**config.mk**
```make
export PLATFORM = sky130hd
export DESIGN_NAME = stopwatch_bcd
export DESIGN_NICKNAME = d
export VERILOG_FILES = /design/src/rtl/stopwatch_bcd.sv
export SDC_FILE = /design/constraint.sdc
export NUM_CORES = 1
export LEC_CHECK = 0
export ABC_AREA = 1
export CORE_UTILIZATION = 59
export CTS_CLUSTER_SIZE = 10
export DETAILED_ROUTE_END_ITERATION = 10
export PLACE_DENSITY = 0.8
export SLEW_MARGIN = 10
export SYNTH_ARGS = -nofsm -noshare
export SYNTH_HDL_FRONTEND = slang
export SYNTH_SLANG_ARGS = --single-unit
export TNS_END_PERCENT = 100
```
**constraint.sdc**
```tcl
create_clock -name clk -period 2.2 [get_ports clk]
set_input_delay 0.22 -clock clk [delete_from_list [all_inputs] [get_ports clk]]
set_output_delay 0.22 -clock clk [all_outputs]
set_load 0.01 [all_outputs]
```
**src/rtl/stopwatch_bcd.sv**
```systemverilog
// BCD stopwatch mm:ss.cc with pause, lap/split display and overflow flag.
// Commands are one-cycle pulses; priority clear > start_stop > lap.
module stopwatch_bcd #(
  parameter int TICK_DIV = 500000,
  parameter int PRESC_W  = 19,
  parameter bit WRAP     = 1'b1
) (
  input  logic        clk,
  input  logic        reset,
  input  logic        start_stop,
  input  logic        clear,
  input  logic        lap,
  output logic [23:0] disp,
  output logic        running,
  output logic        lap_active,
  output logic        ovf
);

  typedef enum logic [1:0] {
    S_IDLE,
    S_RUN,
    S_PAUSE,
    S_LAP
  } state_t;

  localparam logic [PRESC_W-1:0] TICK_MAX = PRESC_W'(TICK_DIV - 1);
  localparam logic [23:0]        CNT_MAX  = 24'h595999;

  state_t             r_state;
  state_t             w_state_nx;
  logic [PRESC_W-1:0] r_presc;
  logic [PRESC_W-1:0] w_presc_nx;
  logic [23:0]        r_cnt;
  logic [23:0]        r_lap;
  logic               r_ovf;
  logic [23:0]        w_cnt_inc;
  logic [23:0]        w_cnt_nx;
  logic               w_en;
  logic               w_tick;
  logic               w_clr;
  logic               w_ss;
  logic               w_lap;
  logic               w_max;
  logic               w_halt;

  assign w_en   = (r_state == S_RUN) || (r_state == S_LAP);
  assign w_tick = w_en && (r_presc == TICK_MAX);
  assign w_clr  = clear &&
                  ((r_state == S_IDLE) || (r_state == S_PAUSE));
  assign w_ss   = start_stop && !clear;
  assign w_lap  = lap && !clear && !start_stop && w_en;
  assign w_max  = (r_cnt == CNT_MAX);
  assign w_halt = w_tick && w_max && !WRAP;

  // BCD increment with the whole carry chain rippled in one cycle
  always_comb begin : p_inc
    logic       v_c;
    logic [3:0] v_lim;
    w_cnt_inc = r_cnt;
    v_c       = 1'b1;
    v_lim     = 4'd9;
    for (int i = 0; i < 6; i++) begin
      v_lim = ((i == 3) || (i == 5)) ? 4'd5 : 4'd9;
      if (v_c) begin
        if (r_cnt[i*4 +: 4] == v_lim) begin
          w_cnt_inc[i*4 +: 4] = 4'd0;
        end else begin
          w_cnt_inc[i*4 +: 4] = r_cnt[i*4 +: 4] + 4'd1;
          v_c = 1'b0;
        end
      end
    end
  end

  // next live count and prescaler value
  always_comb begin
    w_cnt_nx   = r_cnt;
    w_presc_nx = r_presc;
    if (w_tick && !w_halt) begin
      w_cnt_nx = w_cnt_inc;
    end
    if (w_en) begin
      w_presc_nx = w_tick ? '0 : r_presc + PRESC_W'(1);
    end else if (r_state == S_IDLE) begin
      w_presc_nx = '0;
    end
  end

  // FSM next state; saturating overflow forces a pause
  always_comb begin
    w_state_nx = r_state;
    unique case (1'b1)
      w_clr: w_state_nx = S_IDLE;
      w_ss: begin
        if (w_en) w_state_nx = S_PAUSE;
        else      w_state_nx = S_RUN;
      end
      w_lap:   w_state_nx = S_LAP;
      default: w_state_nx = r_state;
    endcase
    if (w_halt) begin
      w_state_nx = S_PAUSE;
    end
  end

  // FSM state register
  always_ff @(posedge clk or negedge reset) begin
    if (!reset) r_state <= S_IDLE;
    else        r_state <= w_state_nx;
  end

  // datapath registers: prescaler, live count, lap, overflow
  always_ff @(posedge clk or negedge reset) begin
    if (!reset) begin
      r_presc <= '0;
      r_cnt   <= '0;
      r_lap   <= '0;
      r_ovf   <= 1'b0;
    end else if (w_clr) begin
      r_presc <= '0;
      r_cnt   <= '0;
      r_lap   <= '0;
      r_ovf   <= 1'b0;
    end else begin
      r_presc <= w_presc_nx;
      r_cnt   <= w_cnt_nx;
      if (w_lap) r_lap <= w_cnt_nx;
      if (w_tick && w_max) r_ovf <= 1'b1;
    end
  end

  assign disp       = (r_state == S_LAP) ? r_lap : r_cnt;
  assign running    = w_en;
  assign lap_active = (r_state == S_LAP);
  assign ovf        = r_ovf;

endmodule

```
==> results.ini <==
[run_status]
outcome=finished clean

[route]
wl_per_cell_um=13.6
antenna_left=0
firstDrtPassIters=5
num_vias=3853
drcViolationCount=0
via_per_inst=5.43
drtIter0Drc=226
wl_um=9670

[floorplanning]
die_x_um=86.4
core_um2=6830
dieArea_um2=7470
row_count=30
io_pins=32
die_y_um=86.4
start_util=0.615

[pwr]
swShare=0.288
p_switching_mw=0.775
combPwrFrac=0.149
powerDensity_nw_per_um2=554
seq_power_share=0.506
clock_power_share=0.346
p_int_mw=1.91
p_leak_nw=2.54
vdd_drop_max_uv=472

[synthesis]
ys_ff_latch=70
async_flop_share=1.00
synthMuxAreaShare=0
yosys.area.top_type_share=0.417
synth-xor-area-share=0.0208
seq_area_frac_synth=0.417
yosys.area_share.simple=0.374
synthAdderAreaFrac=0.00298
ys_warn_count=0
synth_common_cells=164 x nand2_1, 70 x dfrtp_1, 61 x inv_1, 50 x o21ai_0, 46 x nand3_1
yosysMostFrequentCell=nand2_1
yosysTopAreaCell=dfrtp_1
synth-compound-area-share=0.101
synth.area.top_cells=dfrtp_1 42%, nand2_1 15%, o21ai_0 6.0%, nand3_1 5.5%, inv_1 5.4%
synth_top_family_by_area=simple AND/OR/NAND/NOR gates
synthCells=572
syn_area_um2=4200
avgSynthCellArea_um2=7.35
synth_cell_types=40
ys.flop_type=dfrtp_1
syn_nets=578
synth_edf_count=0

[clocking]
tritoncts=built
clock_latency_ns=0.34
cts_root_buffer=clkbuf_8
cts_sinks=70
clk_path_buf_depth=2
path_clk_slew_ns=0.07
ctsHtreeMaxLevel=3
numCtsBuffers=9

[timing]
holdWs_ns=0.445
setup_violations=0
tightest_slew_ns=0.390
fin_setup_tns_ns=0
hold_viol=0
final.period_utilization=0.955
fmax_mhz=476
layout_min_cycle_time_ns=2.10
maxSlewViolCount=0
skew_ns=0.0102
rsz0062_at_grt=no
relSlewSlack=0.740

[final_layout]
fillers=564
final_nets=616
syn_to_final_growth_pct=15.4
layout-drive-gt1-share=0.114
fin_util=0.710
diodes=0
final_cell_area_um2=4850

[place]
placed_area_um2=4650
place_congestion=0.800
numPortBuffers=31
hpwl_um=6660

[critical_path]
cp_max_fo=45
cp.arrival_ns=1.88
startpoint_type=flip-flop
reg2reg_depth=8
r2r_slack_ns=0.36
worstReg2RegStart=r_presc[0]$_DFFE_PN0P_
crit_type=flip-flop to output pin
reg2reg_to=r_lap[6]$_DFFE_PN0P_
endpoint=disp[16]
worstSetupStartpoint=r_state[1]$_DFFE_PN0P_
cp_cell_sequence=nand2_2 -> clkinv_1 -> buf_12 -> o21ai_0 -> clkdlybuf4s50_1
slowest_stage=clkdlybuf4s50_1
slowest_delay_ns=0.55
end_kind=output pin
critical_path_required_ns=1.98

[grt]
grtUsageTotal=0.281
grt_pass1_wl_um=16600
grt_max_degree=71
antenna_found_initial=0
grt_pass1_vias=3728
grt-ovfl-total=0

[flow_run]
drv_cap=0

[worst_hold_path]
hp-class=input port to asynchronous set/reset pin

[routing by layer]
layer	GRT usage	vias up	part of all wire
met4	0.109	0	0.018
li1	-	1919	-
met3	0.0562	21	0.058
met5	0	-	0
met1	0.386	1793	0.46
met2	0.442	120	0.46
[critical path, delay by kind of cell, from the launching register on]
family	cells	cell delay [ns]
buffers and inverters	3	0.83
AO/OA/AOI/OAI	1	0.17
flip-flops	1	0.42
AND/OR/NAND/NOR	1	0.11
[per-stage QoR]
step           power [mW]  worst slack, ns  cells
6_report             2.69           0.0980    710
4_1_cts              2.70           0.0437    710
5_1_grt              2.80           0.0117    710
3_3_place_gp         1.77            0.425    694
2_1_floorplan        1.63            0.623    572
3_5_place_dp         1.78            0.356    694
[state kept, by name, indices dropped and copies added, names as in the netlist]
register / flops
r_lap: 24
ovf: 1
r_cnt: 24
r_presc: 19
r_state: 2
[cells by family (layout without fill, tap and decap cells)]
logic type,count (synthesis),count (layout)
AND/OR/NAND/NOR,324,324
buffers and inverters,87,129
AO/OA/AOI/OAI,80,80
flip-flops,70,70
XOR/XNOR,10,10
adder cells (fa/ha/maj),1,1
[cell usage in the layout, fill, tap and decap left out, drive strengths merged]
master	n
dlymetal6s2s	8
nor3	9
a211oi	1
nor3b	1
dfrtp	70
dlygate4sd3	1
nor2	60
a31oi	1
clkbuf	14
a21oi	12
o211ai	1
buf	12
clkinv	3
nand3b	4
o21ai	59
and2	1
and3	9
clkdlybuf4s50	21
xor2	10
nand3	50
inv	69
nand2	175
dlygate4sd2	1
nand4	15
ha	1
o22ai	5
o21a	1
[power groups by stage]
stage	logic, mW	registers (mW)	clock network [mW]
after floorplan	0.255	1.37	0
after global placement	0.389	1.38	0
after detailed placement	0.401	1.38	0
after CTS	0.403	1.35	0.941
after global routing	0.449	1.36	0.994
final	0.400	1.36	0.928
[area by class of cell]
type	instances	area (um^2)	area share
Inverter	71	270	0.0557
Timing Repair Buffer	43	442	0.0911
Multi-Input combinational cell	415	2100	0.433
Clock buffer	14	163	0.0335
Clock inverter	1	5.00	0.00103
Sequential cell	70	1750	0.361
Tap cell	96	120	0.0248
[worst min-delay path by stage]
stage,start,end,slack [ns]
floorplan,reset,ovf$_DFFE_PN0P_,-0.08
global placement,reset,r_presc[13]$_DFFE_PN0P_,0.28
detailed placement,reset,r_presc[17]$_DFFE_PN0P_,0.28
CTS,reset,r_presc[10]$_DFFE_PN0P_,0.46
global route,reset,r_cnt[5]$_DFF_PN0_,0.49
finish,reset,r_presc[17]$_DFFE_PN0P_,0.44
[timing repair]
action	CTS	global route
endpoints found under the hold margin	70	0
setup endpoints to repair	1	21
pin swaps	0	0
hold buffers	1	0
buffers inserted	0	0
resized for setup	1	9
No activity file was read; power rests on OpenSTA's default activity.
==> edit 1 (same flow settings) <==
Register the inputs `start_stop`, `clear` and `lap` before use. The logic sees them one clock later. Comments in the files are not updated.
--- a/src/rtl/stopwatch_bcd.sv
+++ b/src/rtl/stopwatch_bcd.sv
@@ -26,6 +26,16 @@
   localparam logic [PRESC_W-1:0] TICK_MAX = PRESC_W'(TICK_DIV - 1);
   localparam logic [23:0]        CNT_MAX  = 24'h595999;
 
+  logic start_stop_q;
+  logic clear_q;
+  logic lap_q;
+
+  always_ff @(posedge clk) begin
+    start_stop_q <= start_stop;
+    clear_q      <= clear;
+    lap_q        <= lap;
+  end
+
   state_t             r_state;
   state_t             w_state_nx;
   logic [PRESC_W-1:0] r_presc;
@@ -45,10 +55,10 @@
 
   assign w_en   = (r_state == S_RUN) || (r_state == S_LAP);
   assign w_tick = w_en && (r_presc == TICK_MAX);
-  assign w_clr  = clear &&
+  assign w_clr  = clear_q &&
                   ((r_state == S_IDLE) || (r_state == S_PAUSE));
-  assign w_ss   = start_stop && !clear;
-  assign w_lap  = lap && !clear && !start_stop && w_en;
+  assign w_ss   = start_stop_q && !clear_q;
+  assign w_lap  = lap_q && !clear_q && !start_stop_q && w_en;
   assign w_max  = (r_cnt == CNT_MAX);
   assign w_halt = w_tick && w_max && !WRAP;
 
Behaviour: not the same (Yosys sat finds a counterexample within 4 cycles, from zero or initial values and one cycle with reset low).
==> edit 1 against the original RTL <==
  * Cell area down 0.83%
  * Total power is 15% higher
  * Setup slack worse by 16 ps
  * Sequential share of layout area up 1.5 points
  * Count of clock-buffer cells in the layout down 4
  * Area after synthesis fell by 2.2%
  * Sequential cell count up 3
  * First-iteration DRC count rose by 56%
  * Wire length up 2.3%
==> edit 1: results (changes against the original RTL) <==
proportion of power drawn by the clock network=0.415 (+0.069); Inst Count DP=661 (-4.8%); Final #Nets=601 (-2.4%); largest net degree at the start of global routing=31 (-56%); ranking of synthesized cells by area=dfrtp_1 43%, nand2_1 15%, o21ai_0 6.6%, inv_1 5.0%, nor2_1 4.2%; metal2 WL=4610 um (+3.9%); RD Place Congestion=0.942 (+18%); Total GRT Usage=0.292 (+0.0110); first-pass iteration count of the detailed router=6 (+1); Syn Inst Count=556 (-2.8%); Clock Buffer Count=10 (-4); grt met3 use=0.0379 (-0.0183); Inserted Clock Buffers=9 (unchanged); DP Worst Slack=315 ps (-40.7 ps); worst hold path class=in -> reg; Crit Path Max Fanout=29 (-36%); worst hold slack=318 ps (-127 ps); fraction of registers with async set/reset=0.959 (-0.0411); register area share after synthesis=0.441 (+0.0241); drt total wl=9890 um (+2.3%); Max-slew headroom=0.610 (-0.130); Die Area=7300 um2 (-2.2%); hold path depth=1; FF-to-FF setup slack=300 ps (-60 ps); Post-synth top cells=167 x nand2_1, 70 x dfrtp_1, 55 x inv_1; Non-clk invs=62 (-13%); syn_nets=562 (-2.8%); Met1 Routed Length=4440 um (-1.2%); Reg2Reg Depth=9 (+1); vias in the first global route=3783 (+1.5%); drt via density=5.72 (+5.4%); outcome=complete, no violations; Clock Root Buffer=clkbuf_8; Layout clock area frac=0.0505 (+0.0159); Final Non-Filler Cells=680 (-4.2%); Final Critical Period=2120 ps (+15.7 ps); Worst Path Arrival=1900 ps (+20 ps); fill cell count=528 (-6.4%); FF/Latch Area=1810 um2 (+3.4%); Layout area overhead=17.0%; multi-input gates=406 (-2.2%); Worst Skew=9.69 ps (-0.517 ps); slowest stage delay, CP=570 ps (+20 ps); post-synth cell types=41 (+2.5%); buffering overhead=0.0892 (-0.00184); global-route wire length before repair=16900 um (+2.1%); Yosys reg bits=73 (+4.3%); Reg power frac=0.456 (-0.050); area of the multi-input gates=1990 um2 (-5.4%); DP Area=4510 um2 (-3.0%); met1 Use GR=0.392 (+0.00599); GRT met2 Usage=0.476 (+0.0341); Worst R2R End=r_lap[16]; WL met3=596 um (+6.6%); Power Total=3.09 mW (+15%); HPWL Detailed=6810 um (+2.3%)
[edit 1: changes by cell type after synthesis, sizes merged, moves of 3 or more]
cell | before | now
a21oi | 12 | 17
and3 | 9 | 12
dfxtp | 0 | 3
inv | 69 | 62
nand3 | 50 | 34
nand4 | 15 | 20
nor2 | 60 | 57
o21ai | 59 | 55
[edit 1: logic make-up (layout without fill, tap and decap cells)]
group | count (synthesis) | count (layout) | synth area share
and+or+nand+nor | 315 | 315 | 0.356
DFF | 73 | 73 | 0.441
buffers and inverters | 77 | 121 | 0.0761
xor gates and xnor gates | 10 | 10 | 0.0213
AOI/OAI and AO/OA | 80 | 80 | 0.103
adders and majority gates | 1 | 1 | 0.00304
[edit 1: what timing repair did]
item	4_1_cts	5_1_grt
setup endpoints to repair	2	22
resized for setup	3	9
hold buffers	1	0
buffers inserted	0	2
hold endpoints to repair	23	0
pin swaps	0	0
==> edit 2 (config.mk and constraints unchanged) <==
Made on the original files. `WRAP`: 1'b1 -> 1'b0.
--- a/src/rtl/stopwatch_bcd.sv
+++ b/src/rtl/stopwatch_bcd.sv
@@ -3,7 +3,7 @@
 module stopwatch_bcd #(
   parameter int TICK_DIV = 500000,
   parameter int PRESC_W  = 19,
-  parameter bit WRAP     = 1'b1
+  parameter bit WRAP     = 1'b0
 ) (
   input  logic        clk,
   input  logic        reset,
Behaviour: same outputs for any inputs over 10 cycles, from zero or initial values and one cycle with reset low; that may be too few to reach the edited logic, so the function may still have changed.
==> edit 2 against the original RTL <==
  * Critical path depth increased by 1
  * Sequential share of layout area decreased by 0.87 points
  * Cell area increased by 2.6%
  * Core utilization increased by 1.4 points
  * Hold slack got worse by 15 ps
  * Setup slack improved by 6.5 ps
  * Sequential cell count unchanged
  * Wire length increased by 9.7%
  * Register-to-register slack got worse by 140 ps
  * Count of clock-buffer cells in the layout decreased by 2
  * Critical path type unchanged
  * Area after synthesis increased by 1.3%
Power is not compared: it rests on default switching activity, and its combinational part moved more than twofold at a synthesized area within 25%.
==> edit 2: results (changes against the original RTL) <==
outcome=complete, no violations; global-route wire length before repair=17300 um (+4.6%); ranking of synthesized cells by area=dfrtp_1 41%, nand2_1 19%, o21ai_0 5.6%, nand3_1 5.1%, nor2_1 4.8%; DP Area=4710 um2 (+1.3%); syn_nets=617 (+6.7%); Total GRT Usage=0.294 (+0.0126); layout cells sized above 1=0.107 (-0.00730); Vias=4192 (+8.8%); post-CTS setup buffer count=0 (unchanged); DP Worst Slack=-41.7 ps (-398 ps); HPWL Detailed=6840 um (+2.7%); CTS resizes=8 (+7); Yosys warnings=0 (unchanged); RD Place Congestion=0.892 (+11%); Mean Syn Cell Area=6.97 um2 (-5.2%); drt via density=5.57 (+2.7%); slowest stage delay, CP=520 ps (-30 ps); Post-synth top cells=219 x nand2_1, 70 x dfrtp_1, 55 x nor2_1; Final #Nets=657 (+6.7%); Tightest Pin Transition=595 ps (+206 ps); Worst Skew=9.55 ps (-0.661 ps); initial DRC count=410 (+81%); drt total wl=10600 um (+9.7%); Crit Path Max Fanout=24 (-47%); vias in the first global route=3806 (+2.1%)
-- edit 2: final cells by class --
type	instances	area (um2)
multi-input combinational	463	2180
fill	577	1900
sequential	70	1750
timing repair buffer	51	544
inverter	56	210
clock buffer	12	145
tap	96	120
clock inverter	4	22.5
-- edit 2: metal layers --
layer  track usage  share of wire
met4         0.103          0.016
met2         0.466           0.45
met1         0.407           0.46
met3        0.0512          0.076
met5             0              0
-- edit 2: final timing paths --
path	from	to	slack, ps	depth (start not counted)
setup / recovery	r_state[0]	disp[12]	100	6
hold / removal	reset	r_presc[9]	430	3
setup reg to reg	r_presc[0]	r_lap[15]	220	8
hold reg to reg	r_lap[17]	r_lap[17]	480	2
max in group asynchronous	reset	r_state[0]	1410	3
min in group clk	r_lap[17]	r_lap[17]	480	2
-- edit 2: power groups by stage --
| stage | sequential, mW | combinational [mW] | clock (mW) |
|---|---|---|---|
| finish | 1.40 | 0.850 | 0.918 |
| global route | 1.40 | 0.910 | 0.992 |
| CTS | 1.40 | 0.760 | 0.930 |
| detailed placement | 1.41 | 0.748 | 0 |
| floorplan | 1.40 | 0.471 | 0 |
| global placement | 1.41 | 0.731 | 0 |
-- edit 2: logic make-up after synthesis --
kind of cell               synth area share
AOI/OAI and AO/OA                    0.0961
xor gates and xnor gates             0.0226
adders and majority gates           0.00294
buffers and inverters                0.0790
DFF                                   0.411
and+or+nand+nor                       0.388
-- edit 2: worst max-delay path, delay by kind of cell (launching register included) --
| family | cells | cell delay [ps] |
|---|---|---|
| buffers and inverters | 3 | 850 |
| DFF | 1 | 440 |
| and+or+nand+nor | 3 | 230 |
-- edit 2: stage by stage --
stage	setup TNS (ps)	power, mW
after CTS	0	3.09
after detailed placement	-134	2.16
after global placement	0	2.14
after global routing	0	3.30
final	0	3.17
after floorplan	0	1.87
